<file path="src/rtl/uart_pkg.sv">
// rtl/uart_pkg.sv - shared types and widths for the UART transmit sequencer
package uart_pkg;

  localparam int UART_DATA_W = 8;

  typedef enum logic [2:0] {
    IDLE,
    LOAD,
    SETUP,
    START,
    WAIT_DONE,
    GAP
  } seq_state_e;

endpackage

</file>
<file path="src/rtl/uart_tx_sequencer_if.sv">
// rtl/uart_tx_sequencer_if.sv - producer and UART handshake bundle for the sequencer
interface uart_tx_sequencer_if #(
  parameter int DEPTH = 16
);
  import uart_pkg::*;

  localparam int CNT_W = $clog2(DEPTH) + 1;

  logic [UART_DATA_W-1:0] wr_data;
  logic                   wr_en;
  logic                   full;
  logic                   empty;
  logic [CNT_W-1:0]       count;
  logic [UART_DATA_W-1:0] uart_tx;
  logic                   load_data;
  logic                   start_transmit;
  logic                   tx_done;
  logic                   busy;
  logic                   overflow;
  logic                   timeout_err;
  logic                   clr_err;

  modport master (
    output wr_data, wr_en, tx_done, clr_err,
    input  full, empty, count, uart_tx, load_data, start_transmit,
           busy, overflow, timeout_err
  );

  modport slave (
    input  wr_data, wr_en, tx_done, clr_err,
    output full, empty, count, uart_tx, load_data, start_transmit,
           busy, overflow, timeout_err
  );

endinterface

</file>
<file path="src/rtl/sync_byte_fifo.sv">
// rtl/sync_byte_fifo.sv - byte FIFO with registered count and sticky overflow
module sync_byte_fifo
  import uart_pkg::*;
#(
  parameter int DEPTH = 16
) (
  input  logic                   clk,
  input  logic                   reset,
  input  logic                   wr_en,
  input  logic [UART_DATA_W-1:0] wr_data,
  input  logic                   rd_en,
  output logic [UART_DATA_W-1:0] rd_data,
  input  logic                   clr_err,
  output logic                   full,
  output logic                   empty,
  output logic [$clog2(DEPTH):0] count,
  output logic                   overflow
);

  localparam int PTR_W = $clog2(DEPTH);
  localparam int CNT_W = PTR_W + 1;

  logic [UART_DATA_W-1:0] mem_q [DEPTH];
  logic [PTR_W-1:0]       wr_ptr_q, wr_ptr_d;
  logic [PTR_W-1:0]       rd_ptr_q, rd_ptr_d;
  logic [CNT_W-1:0]       count_q, count_d;
  logic                   overflow_q, overflow_d;
  logic                   wr_ok;
  logic                   rd_ok;

  assign full     = (count_q == CNT_W'(DEPTH));
  assign empty    = (count_q == '0);
  assign count    = count_q;
  assign overflow = overflow_q;
  assign rd_data  = mem_q[rd_ptr_q];

  // Pointer/count bookkeeping; a write while full is dropped even if a pop frees a slot this cycle.
  always_comb begin
    wr_ok      = wr_en && !full;
    rd_ok      = rd_en && !empty;
    wr_ptr_d   = wr_ok ? wr_ptr_q + PTR_W'(1) : wr_ptr_q;
    rd_ptr_d   = rd_ok ? rd_ptr_q + PTR_W'(1) : rd_ptr_q;
    count_d    = count_q;
    if (wr_ok && !rd_ok) begin
      count_d = count_q + CNT_W'(1);
    end else if (rd_ok && !wr_ok) begin
      count_d = count_q - CNT_W'(1);
    end
    overflow_d = overflow_q;
    if (clr_err) begin
      overflow_d = 1'b0;
    end
    if (wr_en && full) begin
      overflow_d = 1'b1;
    end
  end

  // Control registers; reset discards the stored contents by zeroing pointers and count.
  always_ff @(posedge clk or negedge reset) begin
    if (!reset) begin
      wr_ptr_q   <= '0;
      rd_ptr_q   <= '0;
      count_q    <= '0;
      overflow_q <= 1'b0;
    end else begin
      wr_ptr_q   <= wr_ptr_d;
      rd_ptr_q   <= rd_ptr_d;
      count_q    <= count_d;
      overflow_q <= overflow_d;
    end
  end

  // Storage array; contents need no reset since the count gates every read.
  always_ff @(posedge clk) begin
    if (wr_ok) begin
      mem_q[wr_ptr_q] <= wr_data;
    end
  end

endmodule

</file>
<file path="src/rtl/uart_tx_sequencer.sv">
// rtl/uart_tx_sequencer.sv - feeds buffered bytes to the UART load/start handshake one at a time
module uart_tx_sequencer
  import uart_pkg::*;
#(
  parameter int DEPTH          = 16,
  parameter int LOAD_CYCLES    = 4,
  parameter int START_CYCLES   = 4,
  parameter int GAP_CYCLES     = 2,
  parameter int TIMEOUT_CYCLES = 60000
) (
  input logic                clk,
  input logic                reset,
  uart_tx_sequencer_if.slave bus
);

  localparam int CNT_W  = $clog2(DEPTH) + 1;
  localparam int PH_MAX = (LOAD_CYCLES >= START_CYCLES && LOAD_CYCLES >= GAP_CYCLES && LOAD_CYCLES >= 2) ? LOAD_CYCLES :
                          (START_CYCLES >= GAP_CYCLES && START_CYCLES >= 2) ? START_CYCLES :
                          (GAP_CYCLES >= 2) ? GAP_CYCLES : 2;
  localparam int PH_W   = $clog2(PH_MAX) + 1;
  localparam int TO_W   = $clog2(TIMEOUT_CYCLES) + 1;

  localparam logic [PH_W-1:0] LOAD_LAST  = PH_W'(LOAD_CYCLES - 1);
  localparam logic [PH_W-1:0] START_LAST = PH_W'(START_CYCLES - 1);
  localparam logic [PH_W-1:0] GAP_LAST   = PH_W'((GAP_CYCLES > 0) ? GAP_CYCLES - 1 : 0);
  localparam logic [TO_W-1:0] TO_LAST    = TO_W'(TIMEOUT_CYCLES - 1);

  seq_state_e             state_q, state_d;
  logic [PH_W-1:0]        phase_q, phase_d;
  logic [TO_W-1:0]        to_cnt_q, to_cnt_d;
  logic [UART_DATA_W-1:0] uart_tx_q, uart_tx_d;
  logic                   load_data_q, load_data_d;
  logic                   start_q, start_d;
  logic                   busy_q, busy_d;
  logic                   timeout_err_q, timeout_err_d;
  logic                   tx_done_q, tx_done_d;
  logic                   pop;
  logic                   to_hit;
  logic [UART_DATA_W-1:0] fifo_rd_data;
  logic                   fifo_empty;
  logic [CNT_W-1:0]       fifo_count;

  sync_byte_fifo #(.DEPTH(DEPTH)) u_fifo (
    .clk      (clk),
    .reset    (reset),
    .wr_en    (bus.wr_en),
    .wr_data  (bus.wr_data),
    .rd_en    (pop),
    .rd_data  (fifo_rd_data),
    .clr_err  (bus.clr_err),
    .full     (bus.full),
    .empty    (fifo_empty),
    .count    (fifo_count),
    .overflow (bus.overflow)
  );

  assign bus.empty          = fifo_empty;
  assign bus.count          = fifo_count;
  assign bus.uart_tx        = uart_tx_q;
  assign bus.load_data      = load_data_q;
  assign bus.start_transmit = start_q;
  assign bus.busy           = busy_q;
  assign bus.timeout_err    = timeout_err_q;

  // Next-state and registered-output decode; strobes are computed for the state being entered.
  always_comb begin
    state_d       = state_q;
    phase_d       = phase_q;
    to_cnt_d      = to_cnt_q;
    uart_tx_d     = uart_tx_q;
    load_data_d   = 1'b0;
    start_d       = 1'b0;
    timeout_err_d = timeout_err_q;
    tx_done_d     = bus.tx_done;
    pop           = 1'b0;
    to_hit        = 1'b0;
    case (state_q)
      IDLE: begin
        if (!fifo_empty) begin
          pop         = 1'b1;
          uart_tx_d   = fifo_rd_data;
          state_d     = LOAD;
          phase_d     = '0;
          load_data_d = 1'b1;
        end
      end
      LOAD: begin
        if (phase_q == LOAD_LAST) begin
          state_d = SETUP;
          phase_d = '0;
        end else begin
          phase_d     = phase_q + PH_W'(1);
          load_data_d = 1'b1;
        end
      end
      SETUP: begin
        state_d = START;
        phase_d = '0;
        start_d = 1'b1;
      end
      START: begin
        if (phase_q == START_LAST) begin
          state_d  = WAIT_DONE;
          to_cnt_d = '0;
        end else begin
          phase_d = phase_q + PH_W'(1);
          start_d = 1'b1;
        end
      end
      WAIT_DONE: begin
        // Only a fresh rising edge counts, so a level left high by the UART cannot end the wait.
        if (bus.tx_done && !tx_done_q) begin
          state_d = GAP;
          phase_d = '0;
        end else if (to_cnt_q == TO_LAST) begin
          to_hit  = 1'b1;
          state_d = GAP;
          phase_d = '0;
        end else if (to_cnt_q != '1) begin
          to_cnt_d = to_cnt_q + TO_W'(1);
        end
      end
      GAP: begin
        if (phase_q == GAP_LAST) begin
          state_d = IDLE;
        end else begin
          phase_d = phase_q + PH_W'(1);
        end
      end
      default: state_d = IDLE;
    endcase
    if (bus.clr_err) begin
      timeout_err_d = 1'b0;
    end
    if (to_hit) begin
      timeout_err_d = 1'b1;
    end
    busy_d = (state_d != IDLE);
  end

  // State, counters and registered outputs; reset aborts any frame in flight.
  always_ff @(posedge clk or negedge reset) begin
    if (!reset) begin
      state_q       <= IDLE;
      phase_q       <= '0;
      to_cnt_q      <= '0;
      uart_tx_q     <= '0;
      load_data_q   <= 1'b0;
      start_q       <= 1'b0;
      busy_q        <= 1'b0;
      timeout_err_q <= 1'b0;
      tx_done_q     <= 1'b0;
    end else begin
      state_q       <= state_d;
      phase_q       <= phase_d;
      to_cnt_q      <= to_cnt_d;
      uart_tx_q     <= uart_tx_d;
      load_data_q   <= load_data_d;
      start_q       <= start_d;
      busy_q        <= busy_d;
      timeout_err_q <= timeout_err_d;
      tx_done_q     <= tx_done_d;
    end
  end

endmodule

</file>
<file path="src/flat_wrapper.sv">
// flat-port wrapper written by rule: the top's interface ports become plain ports
module uart_tx_sequencer_flat import uart_pkg::*;
#(
  parameter int DEPTH          = 16,
  parameter int LOAD_CYCLES    = 4,
  parameter int START_CYCLES   = 4,
  parameter int GAP_CYCLES     = 2,
  parameter int TIMEOUT_CYCLES = 60000
)
  (clk, reset, bus_wr_data, bus_wr_en, bus_tx_done, bus_clr_err, bus_full, bus_empty, bus_count, bus_uart_tx, bus_load_data, bus_start_transmit, bus_busy, bus_overflow, bus_timeout_err);
  uart_tx_sequencer_if #(.DEPTH(DEPTH)) bus_i ();
  input logic clk;
  input logic reset;
  input wire logic [$bits(bus_i.wr_data)-1:0] bus_wr_data;
  input wire logic [$bits(bus_i.wr_en)-1:0] bus_wr_en;
  input wire logic [$bits(bus_i.tx_done)-1:0] bus_tx_done;
  input wire logic [$bits(bus_i.clr_err)-1:0] bus_clr_err;
  output wire logic [$bits(bus_i.full)-1:0] bus_full;
  output wire logic [$bits(bus_i.empty)-1:0] bus_empty;
  output wire logic [$bits(bus_i.count)-1:0] bus_count;
  output wire logic [$bits(bus_i.uart_tx)-1:0] bus_uart_tx;
  output wire logic [$bits(bus_i.load_data)-1:0] bus_load_data;
  output wire logic [$bits(bus_i.start_transmit)-1:0] bus_start_transmit;
  output wire logic [$bits(bus_i.busy)-1:0] bus_busy;
  output wire logic [$bits(bus_i.overflow)-1:0] bus_overflow;
  output wire logic [$bits(bus_i.timeout_err)-1:0] bus_timeout_err;
  assign bus_i.wr_data = bus_wr_data;
  assign bus_i.wr_en = bus_wr_en;
  assign bus_i.tx_done = bus_tx_done;
  assign bus_i.clr_err = bus_clr_err;
  assign bus_full = bus_i.full;
  assign bus_empty = bus_i.empty;
  assign bus_count = bus_i.count;
  assign bus_uart_tx = bus_i.uart_tx;
  assign bus_load_data = bus_i.load_data;
  assign bus_start_transmit = bus_i.start_transmit;
  assign bus_busy = bus_i.busy;
  assign bus_overflow = bus_i.overflow;
  assign bus_timeout_err = bus_i.timeout_err;
  uart_tx_sequencer #(.DEPTH(DEPTH), .LOAD_CYCLES(LOAD_CYCLES), .START_CYCLES(START_CYCLES), .GAP_CYCLES(GAP_CYCLES), .TIMEOUT_CYCLES(TIMEOUT_CYCLES)) u_core (.clk(clk), .reset(reset), .bus(bus_i));
endmodule
</file>
<file path="config.mk">
export PLATFORM = sky130hd
export DESIGN_NAME = uart_tx_sequencer_flat
export DESIGN_NICKNAME = d
export VERILOG_FILES = /design/src/rtl/uart_pkg.sv /design/src/rtl/uart_tx_sequencer_if.sv /design/src/rtl/sync_byte_fifo.sv /design/src/rtl/uart_tx_sequencer.sv /design/src/flat_wrapper.sv
export SDC_FILE = /design/constraint.sdc
export NUM_CORES = 1
export LEC_CHECK = 0
export CAP_MARGIN = 20
export CORE_MARGIN = 3
export CORE_UTILIZATION = 60
export CTS_CLUSTER_SIZE = 10
export DETAILED_ROUTE_END_ITERATION = 12
export PLACE_DENSITY = 0.79
export SLEW_MARGIN = 10
export SYNTH_ARGS = -nofsm -noshare
export SYNTH_HDL_FRONTEND = slang
export SYNTH_SLANG_ARGS = --single-unit
export TNS_END_PERCENT = 100
</file>
<file path="constraint.sdc">
create_clock -name clk -period 6.5 [get_ports clk]
set_input_delay 0.65 -clock clk [delete_from_list [all_inputs] [get_ports clk]]
set_output_delay 0.65 -clock clk [all_outputs]
set_load 0.02 [all_outputs]
</file>
==> reports/summary.md, run 1 <==
## Final layout
• 765 — total of fill cells in the finished design
• 0.00228 sq mm — area of the multi-input gates
• 0.00862 sq mm — post-route design area
• 128 x edfxtp_1, 48 x dfrtp_1, 32 x nor2_1, 32 x mux4_2, 31 x clkdlybuf4s50_1 — top library cells by usage in the layout, fill and taps aside
• 71.1% — fraction of the core area covered by cells at the end of the flow
• 16.2% — fraction of final layout cells with drive strength greater than 1
• edfxtp_1 — most common library cell in the layout ignoring fill and taps
• 0.00510 sq mm — area used by sequential logic in the layout
• 533 — Final nets
• 0 — number of diodes added for antenna fixing
• 14.6% — synthesis-to-layout area growth

## Outcome
• completed — result of the run

## Synth
• 178 — number of register bits inferred by synthesis
• 128 — number of enable flip-flop cells after synthesis
• 497 — Synthesized Nets
• edfxtp_1 — most common flop cell mapped by yosys
• 0 — Yosys warning total
• 0.00752 sq mm — Netlist Area Pre-Place
• 54 — number of distinct library cells after synthesis
• 67.7% — sequential cell area fraction in the yosys report
• 16.1 sq um — synthesized area divided by synthesized cell count
• 28.1% — fraction of synthesis flops using an asynchronous set or reset pin
• 468 — Post-Syn Instances

## Global route
• 0 — aggregate global routing overflow
• 23900 um — global-route wire length before repair
• 22.8% — total track usage
• met2 — most heavily used metal layer in global routing
• 4328 — vias in the first global route
• 5.09% — met3 track demand over resource
• 31.3% — met1 Track Usage GR
• 36.7% — met2 usage
• 51 — pin count of the biggest net entering global routing
• 0 — antenna violations before repair

## Timing
• 3030 ps — crit path setup slack, layout
• 9.38 ps — clock tree skew after final layout
• 53.4% — ratio of final minimum period to clock period
• 30.3% — Slew HR
• 0 — Final Slew Violations
• 0 ps — setup total negative slack
• 0 — number of endpoints with negative hold slack in the final report
• 0 — endpoints failing setup
• 1050 ps — slew at the pin closest to its max-slew limit
• no — RSZ-0062 raised after global routing
• 3470 ps — crit path time final
• 288 MHz — achievable clock frequency

## Detailed routing
• 6.11 — detailed-route vias per instance
• 5 — TritonRoute pass-1 iters
• 0 — post-route ant nets
• 14600 um — WL final
• 456 — number of DRC markers after the initial detailed-route iteration
• 4185 — routed via count
• 0 — Post-route DRC
• 21.4 um — per-cell routed wire length

## Place
• 9040 um — Detailed Place HPWL
• 0.825 — GP Congestion
• 32 — Port-buffer cells
• 3060 ps — Post-Place Setup Slack
• 0.00801 sq mm — placed cell area

## Floorplan
• 0.0121 sq mm — Core Area
• 0.0139 sq mm — die area
• 62.1% — initial standard-cell utilization of the core
• 118 um — height of the chip
• 33 — I/O pin cnt
• 118 um — overall die width
• 40 — site row count

## Clocking
• clkbuf_16 — Clock Tree Root
• 420 ps — source-to-sink clock delay at the later pin of the worst-skew pair
• 0 — post-cts repair resize count
• 4 — H-tree level count
• done — clock tree from TritonCTS
• 0 — post-CTS setup repair buffer count
• 178 — total clock sinks
• 2 — Bufs on Longest Clock Path
• 17 — number of buffers created by CTS
• 0 — hold buffer count at cts
• 70 ps — clock-pin slew of the registers on the worst-case setup and hold paths

## Worst setup path
• nor4_1 — highest-delay cell along the critical path
• 3820 ps — arrival time worst endpoint
• register — CP endpoint kind
• 11 — Critical Path Fanout Max
• inv_1 — most repeated library cell on the critical path
• reg2reg — critical path class
• 6850 ps — Required @ worst endpoint
• nor4_1 -> nand2b_1 -> inv_1 -> nor4_1 -> inv_1 -> ha_1 -> inv_1 -> ha_1 -> nor2b_1 -> o21a_1 -> or3_1 -> a21oi_1 -> xor2_1 — ordered list of cells on the worst path
• register — Startpoint Class
• 580 ps — maximum cell stage delay along the critical path

## Hold path
• in2async — Worst Hold Class

## Pwr
• 432 mW/mm^2 — pwr/cell area
• 0.244 mV — Worst IR Drop VDD
• 3.07 nW — Leakage Power

## Job
• 0 — number of violations of the max-capacitance limit

[metrics by stage]
step / cells / hold WS, ps / power (mW)
finish: 685 / 353 / 3.73
global route: 685 / 403 / 3.92
CTS: 685 / 364 / 3.75
detailed placement: 653 / 496 / 2.70
global placement: 653 / 485 / 2.65
floorplan: 468 / 354 / 2.35
[sequential cells by signal, summed over array words and instances (netlist names), 3 cells and up]
register / count
u_core.u_fifo.rd_ptr_q: 4
u_core.bus.uart_tx: 8
u_core.u_fifo.mem_q: 128
u_core.phase_q: 3
u_core.u_fifo.count: 5
u_core.state_q: 3
u_core.to_cnt_q: 17
u_core.u_fifo.wr_ptr_q: 4
[worst max-delay path: cells and delay by family, from the launching register on]
family,cells,cell delay [ps]
AND/OR/NAND/NOR,5,1240
adder cells (fa/ha/maj),2,630
buffers and inverters,3,590
flip-flops,1,440
AO/OA/AOI/OAI,2,340
XOR/XNOR,1,150
[final cells by class]
class | instances | share of cell area [%]
Tap cell | 168 | 2.44
Timing Repair Buffer | 38 | 4.18
Sequential cell | 178 | 59.2
Inverter | 14 | 0.610
Clock buffer | 20 | 5.42
Clock inverter | 12 | 1.68
Multi-Input combinational cell | 255 | 26.5
[synth_stat cells, drive strengths merged (8+ instances only)]
master	number	area, sq um
mux2i	18	180
xor2	8	70.1
nor2	32	120
xnor2	12	105
o221ai	8	70.1
ha	15	188
edfxtp	128	3840
inv	14	52.6
dfrtp	50	1250
nand3	13	65.1
mux4	32	721
o21ai	9	45.0
clkbuf	14	52.6
nand2	28	105
[path summary, 6_finish.rpt]
check / slack (ps) / endpoint / cells past startpoint / start
min in group clk: 510 / u_core.bus.timeout_err$_DFFE_PN0P_ / 1 / u_core.bus.timeout_err$_DFFE_PN0P_
worst max register to register: 3030 / u_core.u_fifo.count[4]$_DFFE_PN0P_ / 13 / u_core.u_fifo.count[0]$_DFFE_PN0P_
worst min register to register: 510 / u_core.bus.timeout_err$_DFFE_PN0P_ / 1 / u_core.bus.timeout_err$_DFFE_PN0P_
worst min-delay path: 350 / u_core.bus.uart_tx[2]$_DFFE_PN0P_ / 2 / reset
worst max-delay path: 3030 / u_core.u_fifo.count[4]$_DFFE_PN0P_ / 13 / u_core.u_fifo.count[0]$_DFFE_PN0P_
max in group asynchronous: 5660 / u_core.u_fifo.rd_ptr_q[1]$_DFFE_PN0P_ / 2 / reset
[per-layer routing]
metal,vias to the layer above,routed length (um)
li1,1869,-
met1,2162,6200
met2,136,7470
met3,18,743
met4,0,233
met5,-,0
[cells by family (layout without fill, tap and decap cells)]
family                   count (synthesis)  count (layout)  synth area share, %
flip-flops                             178             178                 67.7
AND/OR/NAND/NOR                        124             124                 8.65
multiplexers                            50              50                 12.0
AO/OA/AOI/OAI                           45              45                 4.66
buffers and inverters                   35              84                 1.90
XOR/XNOR                                20              20                 2.33
adder cells (fa/ha/maj)                 16              16                 2.76
[report_power, final]
part           internal (mW)  switching [mW]  leakage (nW)
clock                  0.607           0.434         0.305
combinational          0.527           0.546         0.972
sequential              1.41           0.204          1.79
Note: power is estimated with default switching activity, not from simulation.
==> inputs of run 2 (changes only) <==
==> constraint.sdc (replaced) <==
create_clock -name clk -period 3.62 [get_ports clk]
set_input_delay 0.362 -clock clk [delete_from_list [all_inputs] [get_ports clk]]
set_output_delay 0.362 -clock clk [all_outputs]
set_load 0.02 [all_outputs]
==> run 2 against run 1 <==
  * Global-route usage decreased by 0.072 points
  * Sequential share of layout area about the same
  * Critical path type unchanged
  * Largest cell class unchanged
  * Highest routed layer unchanged
  * Sequential power increased by 84%
  * Fmax increased by 6.6%
==> reports/summary.md, run 2 (synthesized netlist as in run 1, its figures left out) <==
## Pwr
• 6.68 mW — final total power, +79%
• 3.07 nW — Leakage Power, about the same
• 775 mW/mm^2 — pwr/cell area, +79%
• 0.455 mV — Worst IR Drop VDD, +86%

## Outcome
• completed — result of the run

## Worst setup path
• 370 ps — setup slack on the worst flop-to-flop path, -2660 ps
• 10 — number of cells traversed by the worst register-to-register path, -3
• register — Startpoint Class
• register — CP endpoint kind
• 3600 ps — arrival time worst endpoint, -220 ps
• 3960 ps — Required @ worst endpoint, -2890 ps
• reg2reg — critical path class
• 16 — Critical Path Fanout Max, +5

## Detailed routing
• 0 — post-route ant nets, unchanged
• 15000 um — WL final, +2.7%
• 5 — TritonRoute pass-1 iters, unchanged
• 4217 — routed via count, +0.76%
• 0 — Post-route DRC, unchanged
• 397 — number of DRC markers after the initial detailed-route iteration, -13%
• 6.13 — detailed-route vias per instance, +0.33%
• 21.9 um — per-cell routed wire length, +2.2%

## Clocking
• 4 — H-tree level count, unchanged
• 0 — post-CTS setup repair buffer count, unchanged
• done — clock tree from TritonCTS
• 430 ps — source-to-sink clock delay at the later pin of the worst-skew pair, about the same
• 17 — number of buffers created by CTS, unchanged
• 0 — hold buffer count at cts, unchanged
• 70 ps — clock-pin slew of the registers on the worst-case setup and hold paths, about the same
• 178 — total clock sinks, unchanged
• 0 — post-cts repair resize count, unchanged
• clkbuf_16 — Clock Tree Root
• 2 — Bufs on Longest Clock Path, unchanged

## Timing
• 0 — number of endpoints with negative hold slack in the final report, unchanged
• 0 — Final Slew Violations, unchanged
• 366 ps — crit path setup slack, layout, -2660 ps
• 307 MHz — achievable clock frequency, +6.6%
• 9.18 ps — clock tree skew after final layout, -0.206 ps
• 0 — endpoints failing setup, unchanged
• 3250 ps — crit path time final, -215 ps
• 89.9% — ratio of final minimum period to clock period, +37 points
• 43.8 ps — Hold Slack, -309 ps
• 1100 ps — slew at the pin closest to its max-slew limit, +52.8 ps
• 26.7% — Slew HR, -3.5 points
• no — RSZ-0062 raised after global routing
• 0 ps — setup total negative slack, unchanged

## Floorplan
• 0.0139 sq mm — die area, unchanged
• 118 um — overall die width, unchanged
• 33 — I/O pin cnt, unchanged
• 118 um — height of the chip, unchanged
• 0.0121 sq mm — Core Area, unchanged
• 62.1% — initial standard-cell utilization of the core, unchanged
• 40 — site row count, unchanged

## Place
• 32 — Port-buffer cells, unchanged
• 0.779 — GP Congestion, -5.6%
• 9340 um — Detailed Place HPWL, +3.3%
• 413 ps — Post-Place Setup Slack, -2650 ps

## Global route
• 22.8% — total track usage, -0.072 points
• 0 — antenna violations before repair, unchanged
• 4276 — vias in the first global route, -1.2%
• 23600 um — global-route wire length before repair, -1.4%
• 36 — pin count of the biggest net entering global routing, -29%
• 0 — aggregate global routing overflow, unchanged

## Final layout
• 14.6% — synthesis-to-layout area growth, about the same
• 128 — flip-flop count of the largest register, all copies and words added, unchanged
• 536 — Final nets, +0.56%
• edfxtp_1 — most common library cell in the layout ignoring fill and taps
• 16.5% — fraction of final layout cells with drive strength greater than 1, +0.29 points
• 128 x edfxtp_1, 48 x dfrtp_1, 32 x nor2_1, 32 x mux4_2, 31 x clkdlybuf4s50_1 — top library cells by usage in the layout, fill and taps aside
• 0 — number of diodes added for antenna fixing, unchanged
• u_core.u_fifo.mem_q — largest register by flop count

## Job
• 0 — number of violations of the max-capacitance limit, unchanged

## Hold path
• in2async — Worst Hold Class

## run 2: cell types whose count changed in the layout (fill, tap and decap cells not counted), sizes merged
cell	delta
buf	+3
bufinv	-1
clkinv	+1
clkbuf	-3
clkinvlp	+1
inv	+2
## run 2: worst paths after layout
kind,start,endpoint
min reg2reg,u_core.bus.uart_tx[3]$_DFFE_PN0P_,u_core.bus.uart_tx[3]$_DFFE_PN0P_
min in group clk,bus_tx_done,u_core.tx_done_q$_DFF_PN0_
max reg2reg,u_core.state_q[0]$_DFF_PN0_,u_core.u_fifo.count[4]$_DFFE_PN0P_
min,reset,u_core.bus.uart_tx[0]$_DFFE_PN0P_
max in group asynchronous,reset,u_core.u_fifo.rd_ptr_q[1]$_DFFE_PN0P_
max,u_core.state_q[0]$_DFF_PN0_,u_core.u_fifo.count[4]$_DFFE_PN0P_
## run 2: stage by stage
step,area [sq um],std cells,utilization (%)
2_1_floorplan,7520,468,-
3_3_place_gp,8030,656,66.3
3_5_place_dp,8030,656,66.3
4_1_cts,8620,688,71.2
5_1_grt,8620,688,71.2
6_report,8620,688,71.2
## run 2: cell type report
class	instances	area [sq um]
sequential	178	5100
fill	807	3490
multi-input combinational	255	2280
clock buffer	17	425
timing repair buffer	41	383
tap	168	210
clock inverter	15	168
inverter	14	52.6
## run 2: per-layer routing
metal / track usage, % / vias to the layer above / part of all wire [%]
met5: 0 / - / 0
met2: 36.4 / 154 / 51
met3: 5.48 / 25 / 5.6
met1: 30.6 / 2151 / 41
li1: - / 1887 / -
met4: 9.01 / 0 / 2.2
## run 2: power breakdown
group,switching (mW),internal (mW),total (mW),leakage (nW)
clock,0.841,0.983,1.82,0.289
sequential,0.434,2.52,2.96,1.79
combinational,0.929,0.967,1.90,0.986
## run 2: worst max-delay path, stage by stage (launching register included)
cell and delay [ps]:
dfrtp_1 540, nor4_1 830, inv_1 150, ha_1 280, inv_1 120, ha_1 280
nor2b_1 150, o21a_1 170, or3_1 300, a21oi_1 170, xor2_1 170
==> inputs of run 3 (changes only) <==
--- a/config.mk
+++ b/config.mk
@@ -7,10 +7,9 @@
 export LEC_CHECK = 0
 export CAP_MARGIN = 20
 export CORE_MARGIN = 3
-export CORE_UTILIZATION = 60
+export CORE_UTILIZATION = 45
 export CTS_CLUSTER_SIZE = 10
 export DETAILED_ROUTE_END_ITERATION = 12
-export PLACE_DENSITY = 0.79
 export SLEW_MARGIN = 10
 export SYNTH_ARGS = -nofsm -noshare
 export SYNTH_HDL_FRONTEND = slang
==> run 3 against run 2 <==
  * Power fell by 0.51%
  * Register-to-register slack improved by 80 ps
  * Clock-buffer cell count did not move
  * Combinational power barely moved
  * Critical path type unchanged
  * Largest cell class unchanged
  * Largest power group unchanged
==> reports/summary.md, run 3 (synthesized netlist as in run 1, its figures left out) <==
## Detailed routing
• 14400 um — WL final, -4.0%
• 19.4 um — per-cell routed wire length, -11%
• 0 — post-route ant nets, unchanged
• 4088 — routed via count, -3.1%
• 322 — number of DRC markers after the initial detailed-route iteration, -19%
• 4 — TritonRoute pass-1 iters, -1
• 0 — Post-route DRC, unchanged
• 5.49 — detailed-route vias per instance, -10%

## Global route
• 17.0% — total track usage, -5.8 points
• 0 — aggregate global routing overflow, unchanged
• 4159 — vias in the first global route, -2.7%
• 0 — antenna violations before repair, unchanged
• 36 — pin count of the biggest net entering global routing, unchanged
• 23100 um — global-route wire length before repair, -1.9%

## Final layout
• 0.00874 sq mm — post-route design area, +1.4%
• 128 x edfxtp_1, 48 x dfrtp_1, 32 x nor2_1, 32 x mux4_2, 31 x clkdlybuf4s50_1 — top library cells by usage in the layout, fill and taps aside
• 545 — Final nets, +1.7%
• 54.2% — fraction of the core area covered by cells at the end of the flow, -17 points
• 0 — number of diodes added for antenna fixing, unchanged
• 128 — flip-flop count of the largest register, all copies and words added, unchanged
• 18.1% — fraction of final layout cells with drive strength greater than 1, +1.6 points
• edfxtp_1 — most common library cell in the layout ignoring fill and taps
• u_core.u_fifo.mem_q — largest register by flop count
• 1275 — total of fill cells in the finished design, +58%
• 16.2% — synthesis-to-layout area growth

## Floorplan
• 135 um — overall die width, +15%
• 0.0183 sq mm — die area, +32%
• 33 — I/O pin cnt, unchanged
• 0.0161 sq mm — Core Area, +33%
• 46.7% — initial standard-cell utilization of the core, -15 points
• 46 — site row count, +15%
• 135 um — height of the chip, +15%

## Clocking
• 178 — total clock sinks, unchanged
• 17 — number of buffers created by CTS, unchanged
• 0 — hold buffer count at cts, unchanged
• 0 — post-CTS setup repair buffer count, unchanged
• done — clock tree from TritonCTS
• 4 — H-tree level count, unchanged
• 2 — Bufs on Longest Clock Path, unchanged
• clkbuf_16 — Clock Tree Root
• 0 — post-cts repair resize count, unchanged
• 430 ps — source-to-sink clock delay at the later pin of the worst-skew pair, about the same
• 70 ps — clock-pin slew of the registers on the worst-case setup and hold paths, about the same

## Timing
• 0 ps — setup total negative slack, unchanged
• 3170 ps — crit path time final, -84.8 ps
• 27.8% — Slew HR, +1.0 points
• 0 — number of endpoints with negative hold slack in the final report, unchanged
• 316 MHz — achievable clock frequency, +2.7%
• 87.5% — ratio of final minimum period to clock period, -2.3 points
• 8.19 ps — clock tree skew after final layout, -0.989 ps
• 1080 ps — slew at the pin closest to its max-slew limit, -15.6 ps
• 0 — endpoints failing setup, unchanged
• 0 — Final Slew Violations, unchanged
• no — RSZ-0062 raised after global routing

## Pwr
• 760 mW/mm^2 — pwr/cell area, -1.8%
• 4.48 mW — internal power, +0.21%
• 28.4% — power share of the combinational group, about the same
• 44.3% — part of the total power dissipated in sequential elements, about the same
• 3.12 nW — Leakage Power, +1.7%
• 32.5% — Sw Share, -0.49 points
• 27.3% — part of the power in the clock network, about the same
• 2.16 mW — total net switching power, -2.0%
• 0.392 mV — Worst IR Drop VDD, -14%

## Worst setup path
• 3520 ps — arrival time worst endpoint, -80 ps
• register — CP endpoint kind
• 3 — crit path buf inv count, +1
• inv_1 — most repeated library cell on the critical path
• nor4_1 -> nand2b_1 -> inv_1 -> nor4_1 -> inv_1 -> ha_1 -> inv_1 -> ha_1 -> nor2b_1 -> o21a_1 -> or3_1 -> a21oi_1 -> xor2_1 — ordered list of cells on the worst path
• nor4_1 — highest-delay cell along the critical path
• simple AND/OR/NAND/NOR gates — largest delay contributor family on the critical path
• 6 — Critical Path Fanout Max, -10
• register — Startpoint Class
• 3970 ps — Required @ worst endpoint, about the same
• 630 ps — maximum cell stage delay along the critical path, -200 ps
• reg2reg — critical path class

## Place
• 0.00816 sq mm — placed cell area, +1.6%
• 32 — Port-buffer cells, unchanged
• 9590 um — Detailed Place HPWL, +2.7%
• 0.789 — GP Congestion, +1.4%

## Outcome
• completed — result of the run

## Job
• 0 — number of violations of the max-capacitance limit, unchanged

## Hold path
• in2async — Worst Hold Class

[run 3: cell types whose count changed in the layout (fill, tap and decap cells not counted)]
cell / delta
buf_4: +9
inv_6: +4
clkinv_4: -2
clkinv_8: -2
clkinv_1: -1
clkinv_2: +1
clkinvlp_4: -1
inv_8: +1
[run 3: power groups by stage]
stage	registers [mW]	clock network, mW	logic, mW
floorplan	2.80	0	1.41
global placement	2.97	0	1.87
detailed placement	2.99	0	1.91
CTS	2.95	1.86	1.92
global route	3.00	1.95	2.08
finish	2.94	1.81	1.89
[run 3: worst paths after layout]
kind / depth (start not counted) / startpoint / endpoint / slack (ps)
worst max-delay path: 13 / u_core.u_fifo.count[0]$_DFFE_PN0P_ / u_core.u_fifo.count[4]$_DFFE_PN0P_ / 450
worst min-delay path: 1 / reset / u_core.to_cnt_q[8]$_DFFE_PN0P_ / 10
max in group asynchronous: 2 / reset / u_core.u_fifo.rd_ptr_q[1]$_DFFE_PN0P_ / 2810
min in group clk: 1 / bus_tx_done / u_core.tx_done_q$_DFF_PN0_ / 420
worst max register to register: 13 / u_core.u_fifo.count[0]$_DFFE_PN0P_ / u_core.u_fifo.count[4]$_DFFE_PN0P_ / 450
worst min register to register: 2 / u_core.bus.uart_tx[3]$_DFFE_PN0P_ / u_core.bus.uart_tx[3]$_DFFE_PN0P_ / 500
[run 3: worst register-to-register path, delay by kind of cell (launching register included)]
family          cells  cell delay (ps)
simple gates        5             1290
flops               1              430
fa+ha+maj           2              540
xor+xnor            1              150
compound gates      2              350
buf+inv             3              330
[run 3: layer usage]
layer / vias up / wire length (um) / GRT usage, %
li1: 1897 / - / -
met3: 20 / 647 / 4.05
met5: - / 0 / 0
met2: 82 / 7100 / 26.3
met1: 2089 / 6450 / 23.8
met4: 0 / 245 / 6.10
[run 3: metrics by stage]
step                hold slack, ps  cells  total power, mW  worst slack, ps
finish                        14.2    745             6.64              451
global route                  59.3    745             7.03             75.0
CTS                           13.0    745             6.73              406
detailed placement             482    713             4.90              449
global placement               476    713             4.84              558
floorplan                     66.4    468             4.22              407
[run 3: final cells by class]
| cell class | instances | area (sq um) | area share (%) |
|---|---|---|---|
| tap | 216 | 270 | 3.09 |
| timing repair buffer | 50 | 450 | 5.15 |
| inverter | 14 | 52.6 | 0.601 |
| sequential | 178 | 5100 | 58.3 |
| clock buffer | 17 | 425 | 4.87 |
| multi-input combinational | 255 | 2280 | 26.1 |
| clock inverter | 15 | 158 | 1.80 |
